$ cat src/rtl/cfg_frame_loader_if.sv
// rtl/cfg_frame_loader_if.sv - UART Rx byte stream in, configuration RAM write/read bus out.
interface cfg_frame_loader_if;
  logic [7:0] rx_data;
  logic       rx_valid;
  logic [7:0] ram_in;
  logic [7:0] ram_w_addr;
  logic       ram_write_n;
  logic       ram_read;

  modport master (
    input  rx_data, rx_valid,
    output ram_in, ram_w_addr, ram_write_n, ram_read
  );

  modport slave (
    output rx_data, rx_valid,
    input  ram_in, ram_w_addr, ram_write_n, ram_read
  );
endinterface

$ cat src/rtl/cfg_frame_loader.sv
// rtl/cfg_frame_loader.sv - sync hunt, descending-address payload load, additive checksum, RAM enable.
module cfg_frame_loader #(
  parameter int         FRAME_LEN   = 113,
  parameter logic [7:0] SYNC_BYTE   = 8'hA5,
  parameter int         TIMEOUT_CYC = 50000,
  parameter int         CNT_W       = 16
) (
  input  logic                clk,
  input  logic                rst_n,
  cfg_frame_loader_if.master  bus,
  output logic                frame_ok,
  output logic                frame_err,
  output logic [1:0]          err_code,
  output logic                busy
);

  typedef enum logic [1:0] {IDLE, LOAD, CHECK, COMMIT} state_t;

  localparam logic [7:0]       LAST_ADDR = 8'(FRAME_LEN - 1);
  localparam logic [6:0]       LAST_K    = 7'(FRAME_LEN - 1);
  localparam logic [CNT_W-1:0] TMO_LAST  = CNT_W'(TIMEOUT_CYC - 1);

  state_t           state_q, state_d;
  logic [6:0]       k_q, k_d;
  logic [7:0]       sum_q, sum_d;
  logic [CNT_W-1:0] tmo_q, tmo_d;
  logic             cfg_valid_q, cfg_valid_d;
  logic [7:0]       ram_in_q, ram_in_d;
  logic [7:0]       addr_q, addr_d;
  logic             write_n_q, write_n_d;
  logic             ram_read_q, ram_read_d;
  logic             ok_q, ok_d;
  logic             err_q, err_d;
  logic [1:0]       code_q, code_d;
  logic             busy_q, busy_d;

  always_comb begin
    state_d     = state_q;
    k_d         = k_q;
    sum_d       = sum_q;
    tmo_d       = tmo_q;
    cfg_valid_d = cfg_valid_q;
    ram_in_d    = ram_in_q;
    addr_d      = addr_q;
    write_n_d   = 1'b1;
    ok_d        = 1'b0;
    err_d       = 1'b0;
    code_d      = code_q;
    case (state_q)
      IDLE: begin
        if (bus.rx_valid && bus.rx_data == SYNC_BYTE) begin
          state_d     = LOAD;
          k_d         = '0;
          sum_d       = '0;
          tmo_d       = '0;
          cfg_valid_d = 1'b0;
        end
      end
      LOAD, CHECK: begin
        if (bus.rx_valid) begin
          tmo_d = '0;
          if (state_q == LOAD) begin
            ram_in_d  = bus.rx_data;
            addr_d    = LAST_ADDR - {1'b0, k_q};
            write_n_d = 1'b0;
            sum_d     = sum_q + bus.rx_data;
            k_d       = k_q + 7'd1;
            if (k_q == LAST_K) state_d = CHECK;
          end else if (bus.rx_data == sum_q) begin
            state_d = COMMIT;
          end else begin
            err_d   = 1'b1;
            code_d  = 2'b01;
            state_d = IDLE;
          end
        end else if (tmo_q == TMO_LAST) begin
          // A byte arriving on the last allowed cycle takes priority over the timeout.
          err_d   = 1'b1;
          code_d  = 2'b10;
          state_d = IDLE;
        end else begin
          tmo_d = tmo_q + 1'b1;
        end
      end
      COMMIT: begin
        ok_d        = 1'b1;
        code_d      = 2'b00;
        cfg_valid_d = 1'b1;
        state_d     = IDLE;
      end
      default: state_d = IDLE;
    endcase
    // Registered from next-state so read enable and busy track the state change edge.
    ram_read_d = cfg_valid_d && (state_d == IDLE);
    busy_d     = (state_d != IDLE);
  end

  always_ff @(posedge clk) begin
    if (!rst_n) begin
      state_q     <= IDLE;
      k_q         <= '0;
      sum_q       <= '0;
      tmo_q       <= '0;
      cfg_valid_q <= 1'b0;
      ram_in_q    <= '0;
      addr_q      <= '0;
      write_n_q   <= 1'b1;
      ram_read_q  <= 1'b0;
      ok_q        <= 1'b0;
      err_q       <= 1'b0;
      code_q      <= 2'b00;
      busy_q      <= 1'b0;
    end else begin
      state_q     <= state_d;
      k_q         <= k_d;
      sum_q       <= sum_d;
      tmo_q       <= tmo_d;
      cfg_valid_q <= cfg_valid_d;
      ram_in_q    <= ram_in_d;
      addr_q      <= addr_d;
      write_n_q   <= write_n_d;
      ram_read_q  <= ram_read_d;
      ok_q        <= ok_d;
      err_q       <= err_d;
      code_q      <= code_d;
      busy_q      <= busy_d;
    end
  end

  assign bus.ram_in      = ram_in_q;
  assign bus.ram_w_addr  = addr_q;
  assign bus.ram_write_n = write_n_q;
  assign bus.ram_read    = ram_read_q;
  assign frame_ok        = ok_q;
  assign frame_err       = err_q;
  assign err_code        = code_q;
  assign busy            = busy_q;

endmodule

$ cat src/flat_wrapper.sv
// flat-port wrapper written by rule: the top's interface ports become plain ports
module cfg_frame_loader_flat 
#(
  parameter int         FRAME_LEN   = 113,
  parameter logic [7:0] SYNC_BYTE   = 8'hA5,
  parameter int         TIMEOUT_CYC = 50000,
  parameter int         CNT_W       = 16
)
  (clk, rst_n, frame_ok, frame_err, err_code, busy, bus_rx_data, bus_rx_valid, bus_ram_in, bus_ram_w_addr, bus_ram_write_n, bus_ram_read);
  cfg_frame_loader_if bus_i ();
  input  logic clk;
  input  logic rst_n;
  output logic frame_ok;
  output logic frame_err;
  output logic [1:0] err_code;
  output logic busy;
  input wire logic [$bits(bus_i.rx_data)-1:0] bus_rx_data;
  input wire logic [$bits(bus_i.rx_valid)-1:0] bus_rx_valid;
  output wire logic [$bits(bus_i.ram_in)-1:0] bus_ram_in;
  output wire logic [$bits(bus_i.ram_w_addr)-1:0] bus_ram_w_addr;
  output wire logic [$bits(bus_i.ram_write_n)-1:0] bus_ram_write_n;
  output wire logic [$bits(bus_i.ram_read)-1:0] bus_ram_read;
  assign bus_i.rx_data = bus_rx_data;
  assign bus_i.rx_valid = bus_rx_valid;
  assign bus_ram_in = bus_i.ram_in;
  assign bus_ram_w_addr = bus_i.ram_w_addr;
  assign bus_ram_write_n = bus_i.ram_write_n;
  assign bus_ram_read = bus_i.ram_read;
  cfg_frame_loader #(.FRAME_LEN(FRAME_LEN), .SYNC_BYTE(SYNC_BYTE), .TIMEOUT_CYC(TIMEOUT_CYC), .CNT_W(CNT_W)) u_core (.clk(clk), .rst_n(rst_n), .bus(bus_i), .frame_ok(frame_ok), .frame_err(frame_err), .err_code(err_code), .busy(busy));
endmodule
$ cat config.mk
export PLATFORM = sky130hd
export DESIGN_NAME = cfg_frame_loader_flat
export DESIGN_NICKNAME = d
export VERILOG_FILES = /design/src/rtl/cfg_frame_loader_if.sv /design/src/rtl/cfg_frame_loader.sv /design/src/flat_wrapper.sv
export SDC_FILE = /design/constraint.sdc
export NUM_CORES = 1
export LEC_CHECK = 0
export CORE_UTILIZATION = 30
export DETAILED_ROUTE_END_ITERATION = 10
export DONT_BUFFER_PORTS = 1
export GPL_ROUTABILITY_DRIVEN = 0
export SETUP_SLACK_MARGIN = 0.15
export SLEW_MARGIN = 20
export SYNTH_ARGS = -nofsm -noshare
export SYNTH_HDL_FRONTEND = slang
export SYNTH_SLANG_ARGS = --single-unit
$ cat constraint.sdc
create_clock -name clk -period 2.8 [get_ports clk]
set_input_delay 0.28 -clock clk [delete_from_list [all_inputs] [get_ports clk]]
set_output_delay 0.28 -clock clk [all_outputs]
set_load 0.03 [all_outputs]
==> reports/qor.txt <==
Worst r2r path cells = 7
Chip Width = 102 microns
Fin. Hold Viols = 0
Core box area = 9730 sq um
Clock buffer count from CTS = 9
Fin. max-slew vios = 0
FF+latch count, synth = 57
Post-synth top area share = 37.9%
Worst Setup SP = u_core.state_q[1]
Final setup viols = 0
Clock slew at the register clock pins of the worst setup and hold paths = 0.07 ns
CTS tree = yes
Clk_skew = 0.00777 ns
Period utilisation layout = 87.8%
Least-Margin Pin Slew = 0.564 ns
WS Path Type = flop to flop
Crit path launch type = flop
Post-synth EDFFs = 0
Worst hold margin = 0.0248 ns
DR pass1 iterations = 4
CTS resizes = 0
Antenna Violating Nets Remaining = 0
Area after DPL = 3140 sq um
Skew-Pair Late Insertion Delay = 0.35 ns
Reg-to-reg endpoint = u_core.sum_q[7]
Area leader, netlist = dfxtp_1
Ranking of synthesized cells by area = dfxtp_1 (38%), a21oi_1 (7.0%), nand2_1 (6.7%), ha_1 (6.6%), nand3_1 (3.8%)
Worst slew margin = 61.9%
Via Count = 2,639
Worst path arrival time = 2.74 ns
Async set-reset flop share out of synthesis = 0%
Commonest cells post-synth = dfxtp_1 (57), nand2_1 (54), a21oi_1 (42)
Worst VDD drop = 0.150 mV
FP Rows = 36
Count of cell types in the netlist = 51
Detailed placement HPWL = 5080 microns
Diodes inserted = 0
Die H = 102 microns
Worst EP required = 3.08 ns
Peak Freq = 407 MHz
Total Routing Usage GR = 14.7%
Leak pwr = 1.14 nW
Port buffer count = 0
Vias per cell = 5.24
Starting Density = 31.0%
Most used DFF post-synth = dfxtp_1
Clock sink count = 57
Reg2reg start = u_core.state_q[1]
Yosys warns = 0
Syn Area/Cell = 8.18 sq um
Hold_buf cts = 0
Post-CTS Setup Bufs = 0
Largest net degree at the start of global routing = 31
Max clock buf depth = 2
Hold/Removal Path Class = primary input to flop
WL final = 7120 microns
Die ar. = 10,400 sq um
H-tree lvl count = 3
Drt initial violations = 105
Maxcap violations = 0
Design area = 3330 sq um
RSZ-0062 raised after global routing = false
Endpoint class of the critical path = flop
Synthesized net count = 396
Crit-path max FO = 11
First-pass GRT wire length = 11,700 microns
# IOs = 34
Most frequent cell after synthesis = dfxtp_1
Critical path endpoint = u_core.sum_q[7]
Area Growth Syn to Fin = 10.6%
Minimum clock period = 2.46 ns
Status = complete, no violations
WL/cell = 14.1 microns
Total congestion overflow = 0
Cells after Synth = 368
Post-route DRC = 0
Sequential share of the synthesized area = 37.9%
Root buf cell = clkbuf_8
Vias in the first global route = 2,419
Antenna violations before repair = 0
Reg-to-reg setup timing slack = 0.34 ns
Layout cell share with drive strength beyond 1 = 7.01%
Final #Nets = 394
Synthesized area = 3010 sq um
Setup TNS = 0 ns
Pwr Density = 480 nW/um^2
state kept, by name, summed over array words and instances, names as in the netlist, 2 cells and up:
signal                 count
u_core.tmo_q              16
u_core.bus.ram_in          8
u_core.bus.ram_w_addr      8
u_core.sum_q               8
u_core.k_q                 7
u_core.err_code            2
u_core.state_q             2
worst max-delay path: stages, from the launching register on:
cell	delay [ns]
dfxtp_1	0.45
inv_1	0.14
ha_1	0.44
nand2b_1	0.23
nand2b_1	0.21
or2_1	0.43
or3_1	0.42
nand4_1	0.07
cells by family (layout without fill, tap and decap cells):
logic type / Yosys count / count (layout) / synth area share (%)
AOI/OAI and AO/OA: 89 / 89 / 18.6
xor gates and xnor gates: 12 / 12 / 3.49
and+or+nand+nor: 163 / 163 / 28.7
DFF: 57 / 57 / 37.9
buffers and inverters: 30 / 33 / 4.03
adders and majority gates: 17 / 17 / 7.31
metal layers:
layer | GRT usage [%] | part of all wire (%) | vias up
met5 | 0 | 0 | -
met4 | 5.60 | 1.4 | 0
met3 | 5.47 | 4.9 | 10
met2 | 23.6 | 46 | 32
met1 | 17.9 | 47 | 1267
li1 | - | - | 1330
metrics by stage:
stage | setup slack [ns] | util [%] | cells | power, mW
3_3_place_gp | 0.477 | 32.3 | 488 | 0.871
5_1_grt | 0.155 | 34.2 | 504 | 1.66
4_1_cts | 0.386 | 34.2 | 504 | 1.62
3_5_place_dp | 0.398 | 32.3 | 488 | 0.872
6_report | 0.342 | 34.2 | 504 | 1.60
2_1_floorplan | 0.749 | - | 368 | 0.864
layout by cell type (no fill, tap or decap), types with 4 or more instances in the layout:
| cell | count |
|---|---|
| dfxtp_1 | 57 |
| nand2_1 | 54 |
| a21oi_1 | 42 |
| nand3_1 | 23 |
| nor2_1 | 16 |
| ha_1 | 16 |
| o21ai_0 | 13 |
| or3_1 | 13 |
| clkbuf_8 | 13 |
| inv_1 | 12 |
| o31ai_1 | 10 |
| xnor2_1 | 9 |
| or4_1 | 9 |
| and3_1 | 7 |
| nor3_1 | 7 |
| nand4_1 | 6 |
| nand2b_1 | 5 |
| a21o_1 | 5 |
| buf_4 | 5 |
| nor3b_1 | 4 |
| nor4_1 | 4 |
| a31oi_1 | 4 |
area by class of cell:
| cell class | instances | area (sq um) |
|---|---|---|
| fillers | 1038 | 6400 |
| inverters | 12 | 45.0 |
| flip-flops and latches | 57 | 1140 |
| well taps | 133 | 166 |
| clock buffers | 14 | 183 |
| repair buffers | 5 | 37.5 |
| clock inverters | 2 | 10.0 |
| multi-input cells | 281 | 1750 |
report_power, final:
group | total, mW | internal [mW] | leakage, nW | switching [mW]
Clock | 0.747 | 0.415 | 0.102 | 0.332
Sequential | 0.811 | 0.811 | 0.459 | 0.000342
Combinational | 0.0422 | 0.0149 | 0.582 | 0.0273
Total | 1.60 | 1.24 | 1.14 | 0.360
how the worst min path moves through the flow:
stage,from,end,depth (start not counted)
floorplan,bus_rx_data[0],u_core.bus.ram_in[0],2
global placement,rst_n,u_core.bus.ram_write_n,1
detailed placement,rst_n,u_core.bus.ram_write_n,1
CTS,rst_n,u_core.bus.ram_write_n,1
global route,rst_n,u_core.bus.ram_write_n,1
finish,rst_n,u_core.bus.ram_write_n,1
Note: power is estimated with default switching activity, not from simulation.
